===== src/rtl/permute_ctrl.sv =====
// Sequencing controller for the permute datapath: walks one pass over NUM_SLICES
// slices (load, PERMUTE_ROUNDS swap passes, write-out, counter advance) and drives every strobe.
module permute_ctrl #(
    parameter int unsigned NUM_SLICES     = 64,
    parameter int unsigned PERMUTE_ROUNDS = 1
) (
    input  logic       clk,
    input  logic       rst,
    input  logic       start,
    output logic       busy,
    output logic       done,
    input  logic       in_valid,
    output logic       in_ready,
    input  logic       out_ready,
    output logic       read_en,
    output logic       mux_en,
    output logic       reg_en,
    output logic       reg_rst,
    output logic       permute_en,
    output logic       write_en,
    output logic       cnt_64_en,
    output logic [5:0] slice_idx
);

    localparam int unsigned IDX_W = 6;
    localparam int unsigned RND_W = 4;
    localparam logic [IDX_W-1:0] LAST_IDX = IDX_W'(NUM_SLICES - 1);
    localparam logic [RND_W-1:0] LAST_RND = RND_W'(PERMUTE_ROUNDS - 1);

    typedef enum logic [2:0] {
        S_IDLE,
        S_CLEAR,
        S_LOAD,
        S_PERM,
        S_WRITE,
        S_NEXT,
        S_DONE
    } state_t;

    typedef struct packed {
        logic busy;
        logic in_ready;
        logic mux_en;
        logic reg_en_perm;
        logic reg_rst;
        logic permute_en;
        logic write_en;
        logic cnt_en;
        logic done;
    } moore_t;

    state_t             r_state;
    state_t             w_next;
    moore_t             r_moore;
    logic [RND_W-1:0]   r_round;
    logic [IDX_W-1:0]   r_slice_idx;
    logic               w_load_fire;
    logic               w_last_slice;

    // Moore output decode; registered from the next state so outputs track the state register.
    function automatic moore_t f_decode(input state_t s);
        moore_t m;
        m = '0;
        case (s)
            S_IDLE:  m = '0;
            S_CLEAR: begin
                m.busy    = 1'b1;
                m.reg_rst = 1'b1;
            end
            S_LOAD: begin
                m.busy     = 1'b1;
                m.in_ready = 1'b1;
            end
            S_PERM: begin
                m.busy        = 1'b1;
                m.mux_en      = 1'b1;
                m.reg_en_perm = 1'b1;
                m.permute_en  = 1'b1;
            end
            S_WRITE: begin
                m.busy     = 1'b1;
                m.write_en = 1'b1;
            end
            S_NEXT: begin
                m.busy   = 1'b1;
                m.cnt_en = 1'b1;
            end
            S_DONE: begin
                m.busy = 1'b1;
                m.done = 1'b1;
            end
            default: m = '0;
        endcase
        return m;
    endfunction

    assign w_load_fire  = (r_state == S_LOAD) && in_valid;
    assign w_last_slice = (r_slice_idx == LAST_IDX);

    // Next-state logic.
    always_comb begin
        w_next = r_state;
        case (r_state)
            S_IDLE:  if (start) w_next = S_CLEAR;
            S_CLEAR: w_next = S_LOAD;
            S_LOAD:  if (in_valid) w_next = S_PERM;
            S_PERM:  if (r_round == LAST_RND) w_next = S_WRITE;
            S_WRITE: if (out_ready) w_next = S_NEXT;
            S_NEXT:  w_next = w_last_slice ? S_DONE : S_LOAD;
            S_DONE:  w_next = S_IDLE;
            default: w_next = S_IDLE;
        endcase
    end

    // State, registered outputs, round and slice counters.
    always_ff @(posedge clk) begin
        if (rst) begin
            r_state     <= S_IDLE;
            r_moore     <= '0;
            r_round     <= '0;
            r_slice_idx <= '0;
        end else begin
            r_state <= w_next;
            r_moore <= f_decode(w_next);

            if (w_load_fire) begin
                r_round <= '0;
            end else if (r_state == S_PERM) begin
                r_round <= r_round + RND_W'(1);
            end

            case (r_state)
                S_CLEAR: r_slice_idx <= '0;
                S_NEXT:  if (!w_last_slice) r_slice_idx <= r_slice_idx + IDX_W'(1);
                S_DONE:  r_slice_idx <= '0;
                default: r_slice_idx <= r_slice_idx;
            endcase
        end
    end

    // read_en / reg_en in LOAD are the only outputs qualified by an input.
    assign read_en    = r_moore.in_ready & in_valid;
    assign reg_en     = r_moore.reg_en_perm | read_en;
    assign busy       = r_moore.busy;
    assign done       = r_moore.done;
    assign in_ready   = r_moore.in_ready;
    assign mux_en     = r_moore.mux_en;
    assign reg_rst    = r_moore.reg_rst;
    assign permute_en = r_moore.permute_en;
    assign write_en   = r_moore.write_en;
    assign cnt_64_en  = r_moore.cnt_en;
    assign slice_idx  = r_slice_idx;

endmodule


===== config.mk =====
export PLATFORM = sky130hd
export DESIGN_NAME = permute_ctrl
export DESIGN_NICKNAME = d
export VERILOG_FILES = /design/src/rtl/permute_ctrl.sv
export SDC_FILE = /design/constraint.sdc
export NUM_CORES = 1
export LEC_CHECK = 0
export CORE_MARGIN = 5
export CORE_UTILIZATION = 55
export CTS_BUF_LIST = sky130_fd_sc_hd__clkbuf_8
export CTS_CLUSTER_DIAMETER = 40
export DETAILED_ROUTE_END_ITERATION = 8
export PLACE_DENSITY = 0.83
export SETUP_SLACK_MARGIN = 0.05
export SLEW_MARGIN = 20
export SYNTH_ARGS = -nofsm -noshare
export SYNTH_HDL_FRONTEND = slang
export SYNTH_SLANG_ARGS = --single-unit

===== constraint.sdc =====
create_clock -name clk -period 4.08 [get_ports clk]
set_clock_uncertainty 0.2 [all_clocks]
set_input_delay 0.816 -clock clk [delete_from_list [all_inputs] [get_ports clk]]
set_output_delay 0.816 -clock clk [all_outputs]
set_load 0.005 [all_outputs]

==> flow_summary.yaml <==
global_route:
  grt_pass1_wl_mm: 3.26
  grt_pass1_vias: 767
  grt_max_degree: 13
  groute.usage.overall_pct: 15.7
  antenna_found_initial: 0
  grt-ovfl-total: 0
detailed_routing:
  antenna_left: 0
  num_vias: 778
  routed_wl_mm: 1.92
  drt_iter0_drc: 11
  drc_errors: 0
  wl_per_cell_um: 13.8
  dr.pass1.iters: 4
  avgViaCountPerCell: 5.60
clock_tree:
  clockBufferDepth: 2
  h-tree-depth: 1
  cts.hold.buffers_added: 0
  ctsResizeCount: 0
  numCtsBuffers: 3
  cts_setup_buffers: 0
  clk_pin_slew_ps: 80
  clockRootBuffer: "clkbuf_8"
  clkSinkCount: 20
  insertion_delay_ps: 250
  cts_tree: "done"
floorplan:
  die_x_um: 51.3
  initial_core_util_pct: 56.1
  io-pin-count: 21
  core_area_um2: 1670
  dieArea_um2: 2630
  fp-row-count: 15
  dieHeight_um: 51.3
synth:
  synth_cells: 103
  netlist.area_leader.share_pct: 42.7
  synth_area_leaders: "dfxtp_1 43%, nor2_1 4.8%, xor2_1 4.7%, ha_1 4.0%, nor3_1 3.7%"
  synth_enable_flop_cells: 0
  synth.avg_cell_area_um2: 9.10
  synth_flop_cell: "dfxtp_1"
  yosys.area.top_type: "dfxtp_1"
  synth.distinct_cells: 40
  netlist_area_um2: 937
  ys_seq_elements: 20
  yosysSeqAreaShare_pct: 42.7
  synth-async-reset-ratio_pct: 0
  ys_warn_count: 0
  syn-num-nets: 111
placement:
  place_congestion: 0.716
  port_buffers: 20
  dp_hpwl_mm: 1.46
sta:
  finalSetupViolCount: 0
  tightest_slew_ps: 564
  tns_ps: 0
  period_share_pct: 76.5
  rsz0062_at_grt: "false"
  period_needed_ps: 3120
  clock.fmax_ghz: 0.320
  slew_violations: 0
  slew-limit-headroom_pct: 62.4
  finalHoldViolations: 0
power:
  peakVddDrop_uv: 251
  power.density_nw_per_um2: 371
  finalPower_mw: 0.447
  leakagePower_nw: 0.460
worst_setup_path:
  worstPathRequired_ps: 3060
  worstPathMaxFanout: 3
  path_common_cell: "clkdlybuf4s50_1"
  crit_buf_inv: 2
  crit_family: "buffers and inverters"
  path_class: "input pin to output pin"
  cpPeakStageDelay_ps: 450
  cp_cell_sequence: "clkdlybuf4s50_1 -> and2_1 -> or2_2 -> clkdlybuf4s50_1"
  critPathArrivalTime_ps: 2110
  cp-end-kind: "output pin"
  slowest_stage: "clkdlybuf4s50_1"
  cp-start-kind: "input pin"
layout:
  area_delta_synth_final_pct: 28.6
  fin_util_pct: 72.1
  final_nets: 131
  drive_above_1_share_pct: 13.1
  diodes: 0
  final_cell_mix: "20 x dfxtp_1, 20 x clkdlybuf4s50_1, 12 x nor2_1"
min_path:
  min_path_type: "flip-flop to flip-flop"
flow_run:
  cap_viol_max_count: 0
run_status:
  status: "complete, no violations"
## layout make-up
| type | instances | area, µm² |
|---|---|---|
| sequential | 20 | 400 |
| timing repair buffer | 20 | 200 |
| fill | 129 | 465 |
| multi-input combinational | 73 | 493 |
| inverter | 5 | 18.8 |
| clock buffer | 3 | 41.3 |
| tap | 17 | 21.3 |
| clock inverter | 1 | 30.0 |
## metrics by stage
stage	instances	cell area (µm²)	hold slack [ps]	worst slack (ps)
floorplan	103	937	272	1840
global placement	135	1130	301	966
detailed placement	135	1130	317	955
CTS	139	1200	339	952
global route	139	1200	363	902
finish	139	1200	327	957
## registers in the layout (all words and copies together), names as in the netlist
signal,flops
r_round,4
busy,1
r_state,3
done,1
in_ready,1
write_en,1
mux_en,1
cnt_64_en,1
slice_idx,6
reg_rst,1
## cell families (layout without fill, tap and decap cells)
logic type      count (synthesis)  in the layout  share of synthesized area [%]
simple gates                   44             44                           26.4
flops                          20             20                           42.7
compound gates                 18             18                           14.3
buf+inv                        10             29                           4.67
xor+xnor                        6              6                           5.61
fa+ha+maj                       3              3                           4.01
mux                             2              2                           2.27
## worst min-delay path: cells and delay by family (launching register included)
| kind | cells | cell delay [ps] |
|---|---|---|
| simple gates | 1 | 70 |
| flops | 1 | 350 |
| xor+xnor | 1 | 70 |
## worst paths after layout
path / cells past startpoint / start / to / slack, ps
max: 4 / in_valid / reg_en / 960
min: 2 / r_round[3] / r_round[3] / 330
max reg2reg: 4 / r_state[2] / slice_idx[5] / 2190
min reg2reg: 2 / r_round[3] / r_round[3] / 330
## Yosys cell counts, drive strengths merged (2+ instances only)
cell type / number
dfxtp: 20
nor2: 12
nor3: 8
a21oi: 6
nand2: 6
inv: 5
xor2: 5
buf: 3
ha: 3
and3: 2
and3b: 2
clkbuf: 2
nand3: 2
nor3b: 2
o211ai: 2
o21ai: 2
or2: 2
## report_power, final
group | internal, mW | switching (mW)
sequential | 0.201 | 0.00726
clock | 0.131 | 0.0634
combinational | 0.0233 | 0.0213
total | 0.356 | 0.0919
## routing by layer
metal  global-route usage (%)  up-vias  wire length, µm
li1                         -      401                -
met1                     20.5      372              904
met2                     25.5        5              962
met3                     4.66        0               48
met4                     3.49        0                0
met5                        0        -                0
Power figures use the tool's default switching activity.
